`config.mk`:
```
export PLATFORM = sky130hd
export DESIGN_NAME = n1_ir_flat
export DESIGN_NICKNAME = d
export VERILOG_FILES = /design/src/rtl/n1_ir_if.sv /design/src/rtl/n1_ir.sv /design/src/flat_wrapper.sv
export SDC_FILE = /design/constraint.sdc
export NUM_CORES = 1
export LEC_CHECK = 0
export BUFFER_PORTS_ARGS = -buffer_cell sky130_fd_sc_hd__buf_2
export CORE_MARGIN = 2
export CORE_UTILIZATION = 25
export CTS_BUF_LIST = sky130_fd_sc_hd__clkbuf_2 sky130_fd_sc_hd__clkbuf_4 sky130_fd_sc_hd__clkbuf_8
export DETAILED_ROUTE_END_ITERATION = 12
export GPL_TIMING_DRIVEN = 0
export HOLD_SLACK_MARGIN = 0.05
export PLACE_DENSITY = 0.49
export SLEW_MARGIN = 40
export SYNTH_ARGS = -nofsm -noshare
export SYNTH_HDL_FRONTEND = slang
export SYNTH_SLANG_ARGS = --single-unit
```
`constraint.sdc`:
```
create_clock -name clk_i -period 2.45 [get_ports clk_i]
set_clock_uncertainty 0.1 [all_clocks]
set_input_delay 0.1225 -clock clk_i [delete_from_list [all_inputs] [get_ports clk_i]]
set_output_delay 0.1225 -clock clk_i [all_outputs]
set_load 0.02 [all_outputs]
```
`src/rtl/n1_ir_if.sv`:
```
// Flow-control <-> instruction-register bus: program-bus data and fc2ir strobes
// one way, registered ir2fc decode flags the other.
interface n1_ir_if #(
    parameter int PBUS_DW = 16
) ();
    logic [PBUS_DW-1:0] pbus_dat;
    logic               fc2ir_capture;
    logic               fc2ir_stash;
    logic               fc2ir_expend;
    logic               fc2ir_force_eow;
    logic               fc2ir_force_0call;
    logic               fc2ir_force_call;
    logic               fc2ir_force_drop;
    logic               fc2ir_force_nop;
    logic               ir2fc_eow;
    logic               ir2fc_eow_postpone;
    logic               ir2fc_jump_or_call;
    logic               ir2fc_bra;
    logic               ir2fc_scyc;
    logic               ir2fc_mem;
    logic               ir2fc_mem_rd;
    logic               ir2fc_madr_sel;

    modport master (
        output pbus_dat, fc2ir_capture, fc2ir_stash, fc2ir_expend, fc2ir_force_eow,
               fc2ir_force_0call, fc2ir_force_call, fc2ir_force_drop, fc2ir_force_nop,
        input  ir2fc_eow, ir2fc_eow_postpone, ir2fc_jump_or_call, ir2fc_bra,
               ir2fc_scyc, ir2fc_mem, ir2fc_mem_rd, ir2fc_madr_sel
    );

    modport slave (
        input  pbus_dat, fc2ir_capture, fc2ir_stash, fc2ir_expend, fc2ir_force_eow,
               fc2ir_force_0call, fc2ir_force_call, fc2ir_force_drop, fc2ir_force_nop,
        output ir2fc_eow, ir2fc_eow_postpone, ir2fc_jump_or_call, ir2fc_bra,
               ir2fc_scyc, ir2fc_mem, ir2fc_mem_rd, ir2fc_madr_sel
    );
endinterface

```
`src/rtl/n1_ir.sv`:
```
// Instruction register stage: current IR, one stash IR, forced instructions and
// registered decode flags. Optional illegal-opcode trap under N1_IR_ILLOP_EN.
module n1_ir #(
    parameter int          PBUS_DW  = 16,
    parameter logic [15:0] NOP_OPC  = 16'h0000,
    parameter logic [15:0] DROP_OPC = 16'h0102,
    parameter logic [14:0] ISR_VEC  = 15'h0010
) (
    input  logic               clk_i,
    input  logic               sync_rst_i,
    n1_ir_if.slave             ir_bus,
    output logic [PBUS_DW-1:0] ir_opc_o,
    output logic               ir_stash_vld_o,
    output logic               ir2excpt_illop_o,
    output logic [PBUS_DW-1:0] prb_ir_stash_o
);

    typedef struct packed {
        logic eow;
        logic eow_postpone;
        logic jump_or_call;
        logic bra;
        logic scyc;
        logic mem;
        logic mem_rd;
        logic madr_sel;
    } flags_t;

    function automatic flags_t decode(input logic [15:0] w);
        flags_t f;
        logic   mem, alu, lit, call, jmp;
        call           = w[15];
        jmp            = (w[15:14] == 2'b01) && !w[13];
        lit            = (w[15:13] == 3'b001);
        mem            = (w[15:12] == 4'b0001);
        alu            = (w[15:12] == 4'b0000);
        f.eow          = (mem || alu) && w[0];
        f.eow_postpone = mem && w[0];
        f.jump_or_call = call || jmp;
        f.bra          = (w[15:14] == 2'b01) && w[13];
        f.scyc         = lit || alu;
        f.mem          = mem;
        f.mem_rd       = mem && w[11];
        f.madr_sel     = mem && w[10];
        return f;
    endfunction

    logic [15:0] r_ir;
    logic [15:0] r_stash;
    logic        r_stash_vld;
    flags_t      r_flags;

    logic [15:0] w_ir_nxt;
    logic [15:0] w_stash_nxt;
    logic        w_stash_vld_nxt;
    logic        w_any_force;
    logic        w_from_bus;
    logic        w_illop_nxt;
    flags_t      w_flags_nxt;

    assign w_any_force = ir_bus.fc2ir_force_0call | ir_bus.fc2ir_force_call |
                         ir_bus.fc2ir_force_drop  | ir_bus.fc2ir_force_nop;

    always_comb begin
        w_ir_nxt        = r_ir;
        w_stash_nxt     = r_stash;
        w_stash_vld_nxt = r_stash_vld;
        w_from_bus      = 1'b0;
        w_illop_nxt     = 1'b0;

        if (ir_bus.fc2ir_force_0call) begin
            w_ir_nxt = 16'h8000;
        end else if (ir_bus.fc2ir_force_call) begin
            w_ir_nxt = {1'b1, ISR_VEC};
        end else if (ir_bus.fc2ir_force_drop) begin
            w_ir_nxt = DROP_OPC;
        end else if (ir_bus.fc2ir_force_nop) begin
            w_ir_nxt = NOP_OPC;
        end else if (ir_bus.fc2ir_expend) begin
            // An empty stash expends as a NOP rather than replaying stale data
            if (r_stash_vld) begin
                w_ir_nxt   = r_stash;
                w_from_bus = 1'b1;
            end else begin
                w_ir_nxt = NOP_OPC;
            end
            w_stash_vld_nxt = 1'b0;
        end else if (ir_bus.fc2ir_capture) begin
            w_ir_nxt   = ir_bus.pbus_dat;
            w_from_bus = 1'b1;
        end

`ifdef N1_IR_ILLOP_EN
        if (w_from_bus && (w_ir_nxt[15:12] == 4'b0000) && (w_ir_nxt[11:8] == 4'b1111)) begin
            w_ir_nxt    = NOP_OPC;
            w_illop_nxt = 1'b1;
        end
`else
        w_illop_nxt = 1'b0 & w_from_bus;
`endif

        // EOW only exists for the ALU and memory classes
        if (ir_bus.fc2ir_force_eow && (w_ir_nxt[15:13] == 3'b000)) begin
            w_ir_nxt[0] = 1'b1;
        end

        if (ir_bus.fc2ir_stash) begin
            w_stash_nxt     = ir_bus.pbus_dat;
            w_stash_vld_nxt = 1'b1;
        end

        w_flags_nxt = decode(w_ir_nxt);
    end

`ifdef N1_IR_ILLOP_EN
    logic r_illop;

    always_ff @(posedge clk_i) begin
        if (!sync_rst_i) begin
            r_illop <= 1'b0;
        end else begin
            r_illop <= w_illop_nxt;
        end
    end

    assign ir2excpt_illop_o = r_illop;
`else
    assign ir2excpt_illop_o = w_illop_nxt;
`endif

    always_ff @(posedge clk_i) begin
        if (!sync_rst_i) begin
            r_ir        <= NOP_OPC;
            r_stash     <= NOP_OPC;
            r_stash_vld <= 1'b0;
            r_flags     <= decode(NOP_OPC);
        end else begin
            r_ir        <= w_ir_nxt;
            r_stash     <= w_stash_nxt;
            r_stash_vld <= w_stash_vld_nxt;
            r_flags     <= w_flags_nxt;
        end
    end

    assign ir_opc_o                  = r_ir;
    assign prb_ir_stash_o            = r_stash;
    assign ir_stash_vld_o            = r_stash_vld;
    assign ir_bus.ir2fc_eow          = r_flags.eow;
    assign ir_bus.ir2fc_eow_postpone = r_flags.eow_postpone;
    assign ir_bus.ir2fc_jump_or_call = r_flags.jump_or_call;
    assign ir_bus.ir2fc_bra          = r_flags.bra;
    assign ir_bus.ir2fc_scyc         = r_flags.scyc;
    assign ir_bus.ir2fc_mem          = r_flags.mem;
    assign ir_bus.ir2fc_mem_rd       = r_flags.mem_rd;
    assign ir_bus.ir2fc_madr_sel     = r_flags.madr_sel;

endmodule

```
`src/flat_wrapper.sv`:
```
// flat-port wrapper written by rule: the top's interface ports become plain ports
module n1_ir_flat 
#(
    parameter int          PBUS_DW  = 16,
    parameter logic [15:0] NOP_OPC  = 16'h0000,
    parameter logic [15:0] DROP_OPC = 16'h0102,
    parameter logic [14:0] ISR_VEC  = 15'h0010
)
  (clk_i, sync_rst_i, ir_opc_o, ir_stash_vld_o, ir2excpt_illop_o, prb_ir_stash_o, ir_bus_pbus_dat, ir_bus_fc2ir_capture, ir_bus_fc2ir_stash, ir_bus_fc2ir_expend, ir_bus_fc2ir_force_eow, ir_bus_fc2ir_force_0call, ir_bus_fc2ir_force_call, ir_bus_fc2ir_force_drop, ir_bus_fc2ir_force_nop, ir_bus_ir2fc_eow, ir_bus_ir2fc_eow_postpone, ir_bus_ir2fc_jump_or_call, ir_bus_ir2fc_bra, ir_bus_ir2fc_scyc, ir_bus_ir2fc_mem, ir_bus_ir2fc_mem_rd, ir_bus_ir2fc_madr_sel);
  n1_ir_if #(.PBUS_DW(PBUS_DW)) ir_bus_i ();
  input  logic clk_i;
  input  logic sync_rst_i;
  output logic [PBUS_DW-1:0] ir_opc_o;
  output logic ir_stash_vld_o;
  output logic ir2excpt_illop_o;
  output logic [PBUS_DW-1:0] prb_ir_stash_o;
  input wire logic [$bits(ir_bus_i.pbus_dat)-1:0] ir_bus_pbus_dat;
  input wire logic [$bits(ir_bus_i.fc2ir_capture)-1:0] ir_bus_fc2ir_capture;
  input wire logic [$bits(ir_bus_i.fc2ir_stash)-1:0] ir_bus_fc2ir_stash;
  input wire logic [$bits(ir_bus_i.fc2ir_expend)-1:0] ir_bus_fc2ir_expend;
  input wire logic [$bits(ir_bus_i.fc2ir_force_eow)-1:0] ir_bus_fc2ir_force_eow;
  input wire logic [$bits(ir_bus_i.fc2ir_force_0call)-1:0] ir_bus_fc2ir_force_0call;
  input wire logic [$bits(ir_bus_i.fc2ir_force_call)-1:0] ir_bus_fc2ir_force_call;
  input wire logic [$bits(ir_bus_i.fc2ir_force_drop)-1:0] ir_bus_fc2ir_force_drop;
  input wire logic [$bits(ir_bus_i.fc2ir_force_nop)-1:0] ir_bus_fc2ir_force_nop;
  output wire logic [$bits(ir_bus_i.ir2fc_eow)-1:0] ir_bus_ir2fc_eow;
  output wire logic [$bits(ir_bus_i.ir2fc_eow_postpone)-1:0] ir_bus_ir2fc_eow_postpone;
  output wire logic [$bits(ir_bus_i.ir2fc_jump_or_call)-1:0] ir_bus_ir2fc_jump_or_call;
  output wire logic [$bits(ir_bus_i.ir2fc_bra)-1:0] ir_bus_ir2fc_bra;
  output wire logic [$bits(ir_bus_i.ir2fc_scyc)-1:0] ir_bus_ir2fc_scyc;
  output wire logic [$bits(ir_bus_i.ir2fc_mem)-1:0] ir_bus_ir2fc_mem;
  output wire logic [$bits(ir_bus_i.ir2fc_mem_rd)-1:0] ir_bus_ir2fc_mem_rd;
  output wire logic [$bits(ir_bus_i.ir2fc_madr_sel)-1:0] ir_bus_ir2fc_madr_sel;
  assign ir_bus_i.pbus_dat = ir_bus_pbus_dat;
  assign ir_bus_i.fc2ir_capture = ir_bus_fc2ir_capture;
  assign ir_bus_i.fc2ir_stash = ir_bus_fc2ir_stash;
  assign ir_bus_i.fc2ir_expend = ir_bus_fc2ir_expend;
  assign ir_bus_i.fc2ir_force_eow = ir_bus_fc2ir_force_eow;
  assign ir_bus_i.fc2ir_force_0call = ir_bus_fc2ir_force_0call;
  assign ir_bus_i.fc2ir_force_call = ir_bus_fc2ir_force_call;
  assign ir_bus_i.fc2ir_force_drop = ir_bus_fc2ir_force_drop;
  assign ir_bus_i.fc2ir_force_nop = ir_bus_fc2ir_force_nop;
  assign ir_bus_ir2fc_eow = ir_bus_i.ir2fc_eow;
  assign ir_bus_ir2fc_eow_postpone = ir_bus_i.ir2fc_eow_postpone;
  assign ir_bus_ir2fc_jump_or_call = ir_bus_i.ir2fc_jump_or_call;
  assign ir_bus_ir2fc_bra = ir_bus_i.ir2fc_bra;
  assign ir_bus_ir2fc_scyc = ir_bus_i.ir2fc_scyc;
  assign ir_bus_ir2fc_mem = ir_bus_i.ir2fc_mem;
  assign ir_bus_ir2fc_mem_rd = ir_bus_i.ir2fc_mem_rd;
  assign ir_bus_ir2fc_madr_sel = ir_bus_i.ir2fc_madr_sel;
  n1_ir #(.PBUS_DW(PBUS_DW), .NOP_OPC(NOP_OPC), .DROP_OPC(DROP_OPC), .ISR_VEC(ISR_VEC)) u_core (.clk_i(clk_i), .sync_rst_i(sync_rst_i), .ir_bus(ir_bus_i), .ir_opc_o(ir_opc_o), .ir_stash_vld_o(ir_stash_vld_o), .ir2excpt_illop_o(ir2excpt_illop_o), .prb_ir_stash_o(prb_ir_stash_o));
endmodule
```
=== After elaboration in Yosys (flattened, before gate mapping) ===
Cells that the tools add are included.

* Output and inout port bits: 42
* Input port bits: 26
* Register bits: 41
* Logic and storage cells: 57

* Reductions and logical operators: 21
* Multiplexer cells: 14
* Eq/ne operators: 7
* Bitwise gates (word level): 1

{| class="wikitable"
|+ Operators with widths
! cell !! number
|-
| 16-bit two-way mux || 7
|-
| 2-bit != test, second input constant || 4
|-
| 1-bit logical AND || 7
|-
| 1-bit two-way mux || 7
|-
| 5-bit AND reduction || 1
|-
| 5-bit nonzero test || 1
|-
| 5-bit OR reduction || 1
|-
| 4-bit by 1-bit equality test with 1-bit output, second input constant || 1
|-
| 4-bit logical NOT || 1
|-
| 2-bit nonzero test || 2
|-
| 4-bit nonzero test || 1
|-
| 3-bit by 1-bit equality test with 1-bit output, second input constant || 1
|-
| 3-bit logical NOT || 1
|-
| 1-bit logical OR || 3
|-
| 3-bit OR reduction || 1
|-
| 2-bit by 1-bit equality test with 1-bit output, second input constant || 1
|-
| 2-bit OR reduction || 1
|-
| 1-bit logical NOT || 1
|-
| 1-bit inverter || 1
|}

=== Longest topological paths before layout ===
Gate-level depths: netlist of the first run.

* Word-level depth: 10
* Gate-level depth with buffers: 6
* Mapped depth without buffers: 4

=== Least setup slack after synthesis of the first run ===
Ideal clock, no wire load.

* Path kind: register to register
* Start: reg u_core.r_ir[14], in the netlist u_core.ir_opc_o[14]
* End: reg u_core.r_flags (netlist bit u_core.ir_bus.ir2fc_mem_rd)
* Arrival: 1.317 ns
* Setup slack: 0.941 ns
* Stages on the path, launching flop included: 5
* Setup time: 0.092 ns
* Path buffers: 0
* Clock period less this slack: 1.509 ns
* Data required time: 2.258 ns
* Path through: dfxtp_1 > mux2_4 > a21oi_1 > nand4_1 > nor4_1

* Longest elaborated chain between the ends: 8

{| class="wikitable"
|+ RTL lines
! element !! line !! source
|-
| start: declaration || n1_ir.sv:48 || <nowiki>logic [15:0] r_ir;</nowiki>
|-
| start signal: assignment || n1_ir.sv:138 || <nowiki>r_ir <= w_ir_nxt;</nowiki>
|-
| 16-bit two-way mux || n1_ir.sv:88 || <nowiki>end else if (ir_bus.fc2ir_capture) begin</nowiki>
|-
| 16-bit two-way mux || n1_ir.sv:79 || <nowiki>end else if (ir_bus.fc2ir_expend) begin</nowiki>
|-
| 16-bit two-way mux || n1_ir.sv:77 || <nowiki>end else if (ir_bus.fc2ir_force_nop) begin</nowiki>
|-
| 16-bit two-way mux || n1_ir.sv:75 || <nowiki>end else if (ir_bus.fc2ir_force_drop) begin</nowiki>
|-
| 16-bit two-way mux || n1_ir.sv:73 || <nowiki>end else if (ir_bus.fc2ir_force_call) begin</nowiki>
|-
| 16-bit two-way mux || n1_ir.sv:71 || <nowiki>if (ir_bus.fc2ir_force_0call) begin</nowiki>
|-
| 4-bit by 1-bit equality test with 1-bit output || n1_ir.sv:35 || <nowiki>mem = (w[15:12] == 4'b0001);</nowiki>
|-
| 1-bit logical AND || n1_ir.sv:43 || <nowiki>f.mem_rd = mem && w[11];</nowiki>
|-
| end signal: assignment || n1_ir.sv:136 || <nowiki>r_flags <= decode(NOP_OPC);</nowiki>
|-
| end signal: assignment || n1_ir.sv:141 || <nowiki>r_flags <= w_flags_nxt;</nowiki>
|-
| end: declaration || n1_ir.sv:51 || <nowiki>flags_t r_flags;</nowiki>
|}

Every way passes these cells. The select of a mux whose other input is x is not followed.
A chain may end at the register's enable or synchronous reset.

=== Worst setup path in the final report of the first run ===
* Start: reg u_core.r_stash_vld, in the netlist u_core.ir_stash_vld_o
* End: reg u_core.r_ir[4], in the netlist u_core.ir_opc_o[4]

* Longest elaborated chain between the ends: 5

{| class="wikitable"
|+ RTL lines
! element !! line !! source
|-
| start: declaration || n1_ir.sv:50 || <nowiki>logic r_stash_vld;</nowiki>
|-
| start signal: assignment || n1_ir.sv:140 || <nowiki>r_stash_vld <= w_stash_vld_nxt;</nowiki>
|-
| 16-bit two-way mux || n1_ir.sv:81 || <nowiki>if (r_stash_vld) begin</nowiki>
|-
| 16-bit two-way mux || n1_ir.sv:79 ||
|-
| 16-bit two-way mux || n1_ir.sv:77 ||
|-
| 16-bit two-way mux || n1_ir.sv:75 ||
|-
| 16-bit two-way mux || n1_ir.sv:73 ||
|}

Every way passes these cells.

==> results of run 1 <==
-- power groups by stage --
stage | Combinational (W) | Clock [W] | Sequential [W]
3_5_place_dp | 0.000212 | 0 | 0.000724
3_3_place_gp | 0.000211 | 0 | 0.000724
5_1_grt | 0.000259 | 0.000515 | 0.000711
2_1_floorplan | 0.000106 | 0 | 0.000750
4_1_cts | 0.000238 | 0.000488 | 0.000708
6_report | 0.000236 | 0.000467 | 0.000708
-- synth_stat cells --
master    instances  area, um2
o21ai_0           3       15.0
conb_1            1       3.75
buf_6             3       33.8
a22o_1            1       8.76
inv_1             2       7.51
and3_1            3       18.8
a21boi_0          1       7.51
o221a_2           2       22.5
a41o_1            1       10.0
mux2i_1          26        260
nand2b_1          1       6.26
nand3_1           3       15.0
nand2_1           8       30.0
nor4_4            1       21.3
nor2b_1          17        106
or3_1             2       12.5
mux2_2            2       22.5
dfxtp_1          41        821
or2_1             1       6.26
nand2b_4          1       13.8
and2_1            2       12.5
a221oi_1          1       8.76
a211oi_1          3       22.5
mux2_4            1       15.0
clkbuf_1          7       26.3
nor3_1            4       20.0
a31oi_1           9       56.3
a21oi_2           1       8.76
nor4_1            1       6.26
buf_2             3       15.0
nor2_1           23       86.3
a311oi_1          1       8.76
buf_4             1       7.51
nor4b_1           1       8.76
nand4_1           1       6.26
nor3b_1           2       15.0
a21oi_1           3       15.0
-- critical path, delay by kind of cell, from the launching register on --
kind            cells  cell delay (ns)
simple gates        2             0.21
compound gates      2             0.23
flops               1             0.53
buf+inv             2             0.99
-- registers in the layout, indices dropped and copies added, names as in the netlist --
| name | cells |
|---|---|
| u_core.ir_bus.ir2fc_madr_sel | 1 |
| u_core.prb_ir_stash_o | 16 |
| u_core.ir_bus.ir2fc_jump_or_call | 1 |
| u_core.ir_bus.ir2fc_eow_postpone | 1 |
| u_core.ir_bus.ir2fc_mem_rd | 1 |
| u_core.ir_bus.ir2fc_scyc | 1 |
| u_core.ir_opc_o | 16 |
| u_core.ir_bus.ir2fc_eow | 1 |
| u_core.ir_bus.ir2fc_mem | 1 |
| u_core.ir_stash_vld_o | 1 |
| u_core.ir_bus.ir2fc_bra | 1 |
-- final cells by class --
type | count | area (um2) | share of cell area, %
multi-input cells | 127 | 871 | 34.5
plain buffers | 14 | 82.6 | 3.27
repair buffers | 85 | 531 | 21.0
clock buffers | 7 | 90.1 | 3.57
flip-flops and latches | 41 | 821 | 32.5
inverters | 2 | 7.51 | 0.298
well taps | 96 | 120 | 4.76
-- through the flow --
| step | hold slack (ns) | setup slack, ns | power [W] | util (%) |
|---|---|---|---|---|
| after CTS | 0.125 | 0.321 | 0.00143 | 36.9 |
| final | 0.128 | 0.332 | 0.00141 | 36.9 |
| after detailed placement | 0.307 | 0.583 | 0.000936 | 32.5 |
| after global placement | 0.293 | 0.593 | 0.000935 | 32.5 |
| after floorplan | 0.148 | 0.941 | 0.000856 | - |
| after global routing | 0.163 | 0.0967 | 0.00149 | 36.9 |
-- logic make-up after synthesis --
logic type      after synthesis  synth area share [%]
simple gates                 71                  21.6
flops                        41                  46.1
mux                          29                  16.7
compound gates               26                  10.3
buf+inv                      16                  5.06
other cells                   1                 0.210
-- routing by layer --
layer / routed length [um] / GRT usage (%) / part of all wire, % / vias to the layer above
met5: 0 / 0 / 0 / -
met4: 76 / 4.55 / 1.5 / 0
met3: 291 / 4.29 / 5.8 / 5
met2: 2210 / 19.9 / 44 / 47
met1: 2470 / 18.3 / 49 / 704
li1: - / - / - / 823
-- what timing repair did --
action,4_1_cts,5_1_grt
hold endpoints to repair,23,0
hold buffers,21,0
gates resized for setup,0,0
-- how the worst min path moves through the flow --
| stage | endpoint | slack (ns) | depth (start not counted) |
|---|---|---|---|
| floorplan | u_core.ir_opc_o[4]$_SDFFE_PP0P_ | 0.15 | 2 |
| global placement | u_core.ir_opc_o[4]$_SDFFE_PP0P_ | 0.29 | 3 |
| detailed placement | u_core.ir_opc_o[4]$_SDFFE_PP0P_ | 0.31 | 3 |
| CTS | u_core.ir_opc_o[0]$_SDFF_PN0_ | 0.12 | 4 |
| global route | u_core.ir_bus.ir2fc_eow$_SDFF_PN0_ | 0.16 | 4 |
| finish | u_core.ir_bus.ir2fc_eow$_SDFF_PN0_ | 0.13 | 4 |
-- placed cells by master (no fill, tap or decap), types with 4 or more instances in the layout --
cell type      netlist  routed
clkbuf_8             0       6
dfxtp_1             41      41
buf_2                3      67
mux2i_1             26      26
clkbuf_1             7       7
dlygate4sd3_1        0      21
nor2b_1             17      17
nand2_1              8       8
nor2_1              23      23
nor3_1               4       4
a31oi_1              9       9
==> out/metrics.yaml, run 1 <==
synth:
  yosysUniqueCellTypes: 37
  syn_nets: 210
  syn_inst: 184
  avgSynthCellArea_um2: 9.68
  ys_ff_latch: 41
  ys_seq_area_share_pct: 46.1
  syn_area_um2: 1780
  yosys_warnings: 0
cells_and_area:
  fillers: 756
  design_area_um2: 2520
  drive_above_1_share_pct: 31.2
  area_growth_syn_to_layout_pct: 41.6
  layout.nets: 302
  final_cells: 372
  diodes: 0
global_route:
  overflow: 0
  grt_max_degree: 12
  grt.total_usage_pct: 13.4
  grt_pass1_vias: 1512
  grt_first_pass_wirelength_mm: 7.88
  antenna_found_initial: 0
placed_design:
  gp_congestion: 0.729
  placed_cell_area_um2: 2220
  post-place-cells: 344
  io_buffers: 64
  hpwlAfterDp_mm: 3.62
timing:
  hold_viol: 0
  finalSetupViolCount: 0
  max_slew_margin_pct: 60.6
  tightest_slew_ns: 0.591
  fin_setup_tns_ns: 0
  max_freq_ghz: 0.472
  slew_violations: 0
  period_minus_slack_ns: 2.12
  fin_crit_sh_pct: 86.4
  rsz0062_at_grt: "no"
pwr:
  p_seq_share_pct: 50.2
  irDropWorstVdd_mv: 0.246
  pwr-share-comb_pct: 16.7
  p_sw_w: 0.000378
  power_density_nw_per_um2: 559
  p_int_w: 0.00103
  power.leakage_nw: 1.18
  power_frac_clock_pct: 33.1
  switching_share_pct: 26.8
drt:
  firstDrtPassIters: 6
  vias: 1579
  routedWlPerCell_um: 13.6
  detail_route.vias_per_cell: 4.24
  wl_mm: 5.04
  drt_iter0_drc: 84
  ant_nets: 0
  drc_errors: 0
critical_path:
  crit_slowest_cell: "dlygate4sd3_1"
  worstPathArrival_ns: 2.25
  path_class: "register to register"
  r2r-end: "u_core.ir_opc_o[4]$_SDFFE_PP0P_"
  setup.worst_path.end: "u_core.ir_opc_o[4]$_SDFFE_PP0P_"
  worstReg2RegStart: "u_core.ir_stash_vld_o$_SDFFE_PN0P_"
  max_stage_delay_ns: 0.55
  cp.required_ns: 2.59
  cp-end-kind: "register"
  path_cells: "clkbuf_1, nand3_1, o21ai_0, a221oi_1, nor2_1, dlygate4sd3_1"
  reg2reg_slack_ns: 0.33
  r2r_cells: 6
  cp_max_fo: 10
  start_kind: "register"
  critical_path.startpoint: "u_core.ir_stash_vld_o$_SDFFE_PN0P_"
clock_network:
  cts_buffers: 5
  cts_tree: "done"
  clock_path_buffers: 2
  cts_root_buffer: "clkbuf_8"
  cts_sinks: 41
  postCtsSetupRepairBufs: 0
  cts-htree-levels: 2
  clkSlewWorstSetupHoldPaths_ns: 0.07
  clock_latency_ns: 0.29
floorplan:
  fp.dieH_um: 88.4
  die_w_um: 88.4
  start_util_pct: 26.1
  rows: 30
  dieArea_um2: 7820
  ios: 68
  coreArea_um2: 6830
status:
  outcome: "complete, no violations"
run:
  drv_cap: 0
min_path:
  hp-start: "ir_bus_fc2ir_force_0call"
  hold_path_class: "input port to register"
Note: power is estimated with default switching activity, not from simulation.
==> run 2: changes to the inputs <==
--- a/config.mk
+++ b/config.mk
@@ -8,7 +8,7 @@
 export BUFFER_PORTS_ARGS = -buffer_cell sky130_fd_sc_hd__buf_2
 export CORE_MARGIN = 2
 export CORE_UTILIZATION = 25
-export CTS_BUF_LIST = sky130_fd_sc_hd__clkbuf_2 sky130_fd_sc_hd__clkbuf_4 sky130_fd_sc_hd__clkbuf_8
+export CTS_BUF_LIST = sky130_fd_sc_hd__clkbuf_16
 export DETAILED_ROUTE_END_ITERATION = 12
 export GPL_TIMING_DRIVEN = 0
 export HOLD_SLACK_MARGIN = 0.05
==> constraint.sdc (replaced) <==
create_clock -name clk_i -period 2.2 [get_ports clk_i]
set_clock_uncertainty 0.1 [all_clocks]
set_input_delay 0.11 -clock clk_i [delete_from_list [all_inputs] [get_ports clk_i]]
set_output_delay 0.11 -clock clk_i [all_outputs]
set_load 0.02 [all_outputs]
==> run 2 against run 1 <==
Against the previous run: routed wire length down 0.12%; final cell count unchanged; via count up 0.63%; design area up 1.8%; utilization up 0.66 points; register-to-register slack worse by 0.17 ns; maximum frequency up 4.1%; global-route usage down 0.14 points.
==> out/metrics.yaml, run 2 (same netlist as run 1, synthesis figures left out) <==
drt:
  ant_nets: 0
  vias: 1589
  wl_mm: 5.04
  drc_errors: 0
  detail_route.vias_per_cell: 4.27
  routedWlPerCell_um: 13.5
  firstDrtPassIters: 4
  drt_iter0_drc: 77
cells_and_area:
  layout_commonest_cell: "buf_2"
  diodes: 0
  layout.nets: 302
  final_cells: 372
  final_cell_mix: "buf_2 (67), dfxtp_1 (41), mux2i_1 (26), nor2_1 (23), dlygate4sd3_1 (21)"
  area_growth_syn_to_layout_pct: 44.1
  fillers: 747
  multi_input_area_um2: 871
  final-seq-area_um2: 821
  drive_above_1_share_pct: 31.2
critical_path:
  start_kind: "register"
  cp_max_fo: 10
  r2r-end: "u_core.ir_opc_o[4]$_SDFFE_PP0P_"
  reg2reg_slack_ns: 0.17
  worstPathArrival_ns: 2.09
  cp_num_buf_inv: 2
  r2r_cells: 6
  cp-end-kind: "register"
  crit_slowest_cell: "dlygate4sd3_1"
  max_stage_delay_ns: 0.56
  cp.required_ns: 2.26
  worstReg2RegStart: "u_core.ir_stash_vld_o$_SDFFE_PN0P_"
  path_class: "register to register"
  worst_path_dominant_cell_family: "buffers and inverters"
  path_cells: "clkbuf_2, nand3_1, o21ai_0, a221oi_1, nor2_1, dlygate4sd3_1"
placed_design:
  pre_cts_slack_ns: 0.345
  hpwlAfterDp_mm: 3.62
  gp_congestion: 0.729
  io_buffers: 64
  post-place-cells: 344
pwr:
  total_power_w: 0.00173
  irDropWorstVdd_mv: 0.354
  power_density_nw_per_um2: 675
  power.leakage_nw: 1.21
min_path:
  hold_depth: 4
  hp-start: "ir_bus_fc2ir_force_0call"
  whs_endpoint: "u_core.ir_bus.ir2fc_eow$_SDFF_PN0_"
  hold_path_class: "input port to register"
timing:
  rsz0062_at_grt: "no"
  max_slew_margin_pct: 60.8
  fin_crit_sh_pct: 92.4
  max_freq_ghz: 0.492
  slew_violations: 0
  tightest_slew_ns: 0.588
  period_minus_slack_ns: 2.03
  finalSetupViolCount: 0
  setup_ws_ns: 0.167
  hold_viol: 0
  fin_setup_tns_ns: 0
floorplan:
  die_w_um: 88.4
  start_util_pct: 26.1
  rows: 30
  coreArea_um2: 6830
  fp.dieH_um: 88.4
  ios: 68
  dieArea_um2: 7820
global_route:
  overflow: 0
  grt_pass1_vias: 1514
  grt_max_degree: 12
  antenna_found_initial: 0
  grt.total_usage_pct: 13.2
  grt_first_pass_wirelength_mm: 7.84
clock_network:
  clkSlewWorstSetupHoldPaths_ns: 0.06
  cts_root_buffer: "clkbuf_16"
  cts-htree-levels: 2
  clock_latency_ns: 0.28
  cts_tree: "done"
  cts_sinks: 41
  cts_buffers: 5
  clock_path_buffers: 2
run:
  drv_cap: 0
status:
  outcome: "complete, no violations"
==> run 2: layer usage <==
layer	GRT usage, %	routed length, um	up-vias
li1	-	-	829
met1	18.1	2490	707
met2	20.0	2210	47
met3	3.17	245	6
met4	5.37	93	0
met5	0	0	-
==> run 2: worst max-delay path by stage <==
stage                                                   from                                    end  slack, ns  cells after the start
final                     u_core.ir_stash_vld_o$_SDFFE_PN0P_        u_core.ir_opc_o[4]$_SDFFE_PP0P_       0.17                      6
after global placement                   ir_bus_fc2ir_expend        u_core.ir_opc_o[4]$_SDFFE_PP0P_       0.36                      6
after CTS                 u_core.ir_stash_vld_o$_SDFFE_PN0P_        u_core.ir_opc_o[4]$_SDFFE_PP0P_       0.08                      6
after floorplan               u_core.ir_opc_o[14]$_SDFF_PN0_  u_core.ir_bus.ir2fc_mem_rd$_SDFF_PN0_       0.69                      4
after global routing      u_core.ir_stash_vld_o$_SDFFE_PN0P_        u_core.ir_opc_o[4]$_SDFFE_PP0P_      0.009                      6
after detailed placement                 ir_bus_fc2ir_expend        u_core.ir_opc_o[4]$_SDFFE_PP0P_       0.35                      6
==> run 2: repair_timing <==
item	in CTS	in global routing
gates resized for setup	0	4
setup endpoints to repair	0	1
hold buffers	21	0
hold endpoints to repair	22	0
buffers inserted	0	0
==> run 2: power by group <==
part	switching [W]	total, W	internal [W]
Sequential	0.0000197	0.000790	0.000770
Combinational	0.000144	0.000264	0.000120
Clock	0.000273	0.000679	0.000406
Total	0.000437	0.00173	0.00130
==> run 2: final cells by class <==
class / count / share of cell area [%]
flip-flops and latches: 41 / 32.0
well taps: 96 / 4.68
multi-input cells: 127 / 33.9
repair buffers: 85 / 20.7
plain buffers: 14 / 3.31
inverters: 2 / 0.292
clock inverters: 2 / 0.292
clock buffers: 5 / 4.87
==> run 2: worst register-to-register path, stage by stage, from the launching register on <==
cell	delay, ns
dfxtp_1	0.41
clkbuf_2	0.26
nand3_1	0.12
o21ai_0	0.12
a221oi_1	0.28
nor2_1	0.06
dlygate4sd3_1	0.56
==> run 2: per-stage QoR <==
step	cell area (um2)	utilization, %	hold slack [ns]
after floorplan	1780	-	0.136
after global placement	2220	32.5	0.280
after detailed placement	2220	32.5	0.295
after CTS	2560	37.5	0.140
after global routing	2570	37.6	0.178
final	2570	37.6	0.136
